$ cat src/rtl/freq_divider_pkg.sv
// Shared constants and helpers for the frequency divider.
//   CLK_FREQ_HZ_DEF / OUT_FREQ_HZ_DEF : board defaults (27 MHz in, 500 Hz out)
//   half_period() : clk cycles per output half-period (truncating)
//   cnt_width()   : counter width for a modulus, never less than 1 bit
package freq_divider_pkg;

    localparam int unsigned CLK_FREQ_HZ_DEF = 27_000_000;
    localparam int unsigned OUT_FREQ_HZ_DEF = 500;

    // Integer division truncates; the output frequency is then clk_hz/(2*result).
    // A zero output frequency yields 0 so the elaboration check rejects it.
    function automatic int unsigned half_period(int unsigned clk_hz, int unsigned out_hz);
        if (out_hz == 0) begin
            return 0;
        end
        return clk_hz / (2 * out_hz);
    endfunction

    // A modulus of 1 still needs a 1-bit register so the vector is never zero-width.
    function automatic int unsigned cnt_width(int unsigned n);
        return (n > 1) ? $clog2(n) : 1;
    endfunction

endpackage

$ cat src/rtl/mod_n_counter.sv
// Modulo-N counter with wrap strobe.
// Ports:
//   clk_i   : clock
//   rst_ni  : asynchronous active-low reset, clears the count
//   count_o : current count, 0..N-1
//   wrap_o  : high while count_o == N-1, i.e. the next edge wraps to 0
module mod_n_counter
    import freq_divider_pkg::*;
#(
    parameter int unsigned N = 2,
    localparam int unsigned W = cnt_width(N)
) (
    input  logic         clk_i,
    input  logic         rst_ni,
    output logic [W-1:0] count_o,
    output logic         wrap_o
);

    localparam logic [W-1:0] MaxCount = W'(N - 1);

    logic [W-1:0] count_q;
    logic [W-1:0] count_d;

    always_comb begin
        wrap_o  = (count_q == MaxCount);
        count_d = wrap_o ? '0 : count_q + W'(1);
    end

    always_ff @(posedge clk_i or negedge rst_ni) begin
        if (!rst_ni) begin
            count_q <= '0;
        end else begin
            count_q <= count_d;
        end
    end

    assign count_o = count_q;

endmodule

$ cat src/rtl/freq_divider.sv
// Clock-enable-style frequency divider producing a registered 50% duty square wave.
// slow_clk is an ordinary flop output in the clk domain, not a clock net.
// Ports:
//   clk      : system clock (CLK_FREQ_HZ)
//   rst      : asynchronous active-low reset; clears counter and slow_clk at once
//   slow_clk : divided output, toggles every HALF_PERIOD rising edges of clk
module freq_divider
    import freq_divider_pkg::*;
#(
    parameter int unsigned CLK_FREQ_HZ = CLK_FREQ_HZ_DEF,
    parameter int unsigned OUT_FREQ_HZ = OUT_FREQ_HZ_DEF
) (
    input  logic clk,
    input  logic rst,
    output logic slow_clk
);

    localparam int unsigned HALF_PERIOD = half_period(CLK_FREQ_HZ, OUT_FREQ_HZ);
    localparam int unsigned CNT_W       = cnt_width(HALF_PERIOD);

    if (HALF_PERIOD < 1) begin : g_bad_ratio
        $fatal(1, "freq_divider: HALF_PERIOD must be >= 1 (OUT_FREQ_HZ too high)");
    end

    logic [CNT_W-1:0] count;
    logic             wrap;
    logic             slow_clk_q;
    logic             slow_clk_d;

    mod_n_counter #(
        .N (HALF_PERIOD)
    ) u_counter (
        .clk_i   (clk),
        .rst_ni  (rst),
        .count_o (count),
        .wrap_o  (wrap)
    );

    always_comb begin
        slow_clk_d = slow_clk_q ^ wrap;
    end

    always_ff @(posedge clk or negedge rst) begin
        if (!rst) begin
            slow_clk_q <= 1'b0;
        end else begin
            slow_clk_q <= slow_clk_d;
        end
    end

    assign slow_clk = slow_clk_q;

    a_count_range : assert property (@(posedge clk) disable iff (!rst)
        32'(count) < HALF_PERIOD);

    a_toggle_on_wrap : assert property (@(posedge clk) disable iff (!rst)
        (slow_clk_q != $past(slow_clk_q)) |-> $past(wrap));

endmodule

$ cat config.mk
export PLATFORM = sky130hd
export DESIGN_NAME = freq_divider
export DESIGN_NICKNAME = d
export VERILOG_FILES = /design/src/rtl/freq_divider_pkg.sv /design/src/rtl/mod_n_counter.sv /design/src/rtl/freq_divider.sv
export SDC_FILE = /design/constraint.sdc
export NUM_CORES = 1
export LEC_CHECK = 0
export ABC_CLOCK_PERIOD_IN_PS = 4440
export BUFFER_PORTS_ARGS = -buffer_cell sky130_fd_sc_hd__buf_2
export CAP_MARGIN = 10
export CORE_UTILIZATION = 43
export DETAILED_ROUTE_END_ITERATION = 10
export GPL_TIMING_DRIVEN = 0
export SYNTH_ARGS = -nofsm -noshare
export SYNTH_HDL_FRONTEND = slang
export SYNTH_HIERARCHICAL = 1
export SYNTH_SLANG_ARGS = --single-unit
$ cat constraint.sdc
create_clock -name clk -period 4.44 [get_ports clk]
set_input_delay 1.332 -clock clk [delete_from_list [all_inputs] [get_ports clk]]
set_output_delay 1.332 -clock clk [all_outputs]
set_load 0.01 [all_outputs]
==> out/results.txt <==
VDD IR max - 0.0002029 V
Port Buffers - 2
post_cts resized - 0
core area - 1577 um2
switching share of power - 19.36%
Worst-Skew Late Latency - 280 ps
Area contributors post-synth - dfrtp_1, xor2_1, xnor2_1
P_leak - 0.3966 nW
syn_nets - 72
worst reg2reg startpoint - u_counter/count_o[0]
post-CTS setup buffers - 0
vias in the first global route - 506
Setup crit start - slow_clk
Hold Violations, Final - 0
CP endpoint kind - primary output
Die Y - 43.99 um
Setup TNS Final - 0 ps
# hold bufs at CTS - 0
WP data arrival - 810 ps
number of routed nets with antenna violations - 0
Post-synth top flop - dfrtp_1
num rows - 14
unrepaired setup endpoints after global routing - false
DR vias - 500
Tightest Hold Check Type - reg2reg
clock power share - 38.8%
R2R cell count - 5
sequential share of power - 60.0%
post-synth top area cell - dfrtp_1
WP buf/inv - 1
cell total after placement - 87
die area - 1935 um2
global-route wire length before repair - 2111 um
IO Pins - 3
number of synthesized flops with an enable pin - 0
final core occ - 52.30%
Slew headroom - 76.28%
Slew @ Worst Pin - 355.8 ps
final worst-path cycle share - 48.36%
clock-pin slew of the registers on the worst-case setup and hold paths - 90 ps
Area Growth Syn to Fin - 8.746%
Final Critical Period - 2147 ps
Synth Cell Area - 758.2 um2
gpl congestion - 0.7914
total of max-cap violations - 0
Internal - 195.7 uW
Final Cell Area - 824.5 um2
Commonest cells post-synth - dfrtp_1, nor2_1, xor2_1
placed instance area - 788.3 um2
Total GRT Usage - 15.19%
Ys Warns - 6
DIE WIDTH - 43.99 um
WHS - 473.4 ps
Setup Skew - 2.310 ps
Final nets - 79
initial core utilization - 48.10%
Data required, critical path - 3110 ps
Sink Count - 16
largest buffer count on any clock path - 2
status - complete, no violations
count leader, synth - dfrtp_1
largest net degree at the start of global routing - 17
wire length per cell - 12.95 um
dpl ws - 2600 ps
kind of critical path - reg2out
antenna violations before repair - 0
Synth cell types - 27
worst reg2reg path endpoint - u_counter/count_o[14]
Setup WS post-layout - 2293 ps
CP Cell Sequence - buf_2
area share of the largest cell type after synthesis - 52.81%
CTS tree - yes
layout cells sized above 1 - 16.00%
Ant. Diodes - 0
Pwr Density - 294.4 nW/um2
crit start category - flip-flop
Yosys reg bits - 16
Congestion Overflow GR - 0
# DRC - 0
Slowest-stage cell, CP - dfrtp_1
ys async rst share - 100.0%
Fmax achieved - 465.8 MHz
CP endpoint - slow_clk
reg2reg setup slack - 2810 ps
Vias per Instance - 5.495
Root Driver - clkbuf_4
synthesized area per cell - 10.99 um2
CP Max Fanout - 2
H-tree levels - 1
Inserted Clock Buffers - 3
Gate Count Post-Synth - 69
CP delay by family, top - flip-flops
detailed placement HPWL - 826.9 um
register area share after synthesis - 52.81%
Comb pwr share - 1.2%
First-pass DRT Iterations - 3
Final Setup Violations - 0
slowest stage delay, CP - 400 ps
DR iter-0 viols - 2
cell count along the critical path - 1
fin cells - 91
fin. max-slew vios - 0
Post-Route WL - 1178 um
Final Power - 242.7 uW
Sw Pwr - 46.99 uW
==> registers in the layout (all words and copies together), names as in the netlist <==
name	flops
u_counter/count_o	15
slow_clk	1
==> power groups by stage <==
stage	clock network, mW	logic (mW)	registers [mW]
floorplan	0	0.000000157	0.149
global placement	0	0.00326	0.148
detailed placement	0	0.00329	0.148
CTS	0.0973	0.00329	0.146
global route	0.103	0.00371	0.146
finish	0.0941	0.00301	0.146
==> worst min-delay path by stage <==
stage | end | from | cells after the start | slack, ps
finish | slow_clk | slow_clk | 1 | 470
global route | slow_clk | slow_clk | 1 | 480
CTS | slow_clk | slow_clk | 1 | 470
detailed placement | slow_clk | slow_clk | 1 | 460
global placement | slow_clk | slow_clk | 1 | 450
floorplan | u_counter/count_o[0] | u_counter/count_o[0] | 1 | 450
==> cells by family (layout without fill, tap and decap cells) <==
| family | Yosys count | in the layout | share of synthesized area [%] |
|---|---|---|---|
| simple gates | 32 | 32 | 25.74 |
| flops | 16 | 16 | 52.80 |
| xor+xnor | 11 | 11 | 12.71 |
| compound gates | 5 | 5 | 4.456 |
| buf+inv | 4 | 10 | 2.640 |
| fa+ha+maj | 1 | 1 | 1.650 |
==> placed cells by master (no fill, tap or decap), drive strengths merged <==
cell type and count:
dfrtp 16, xor2 7, nor2 7, nand4 4
nand3 4, xnor2 4, clkbuf 4, buf 4
nand2 4, and3 3, inv 2, and4 2
o21ai 2, and4b 1, nor4b 1, and3b 1
o21bai 1, or3 1, nor3 1, nand3b 1
nor2b 1, o31ai 1, or4 1, a21oi 1
ha 1
==> layer usage <==
layer  wire length [um]  track usage, %  vias to the layer above
met5                  0               0                        -
met3                 26           2.500                        2
li1                   -               -                      252
met2                526           24.48                        3
met1                616           19.10                      243
met4                  9           9.091                        0
==> layout make-up <==
class	instances	area, um2
plain buffers	2	12.51
repair buffers	2	10.01
inverters	2	7.507
clock buffers	4	36.28
flip-flops and latches	16	400.4
fillers	143	752.0
multi-input cells	49	337.8
well taps	16	20.02
Power figures use the tool's default switching activity.
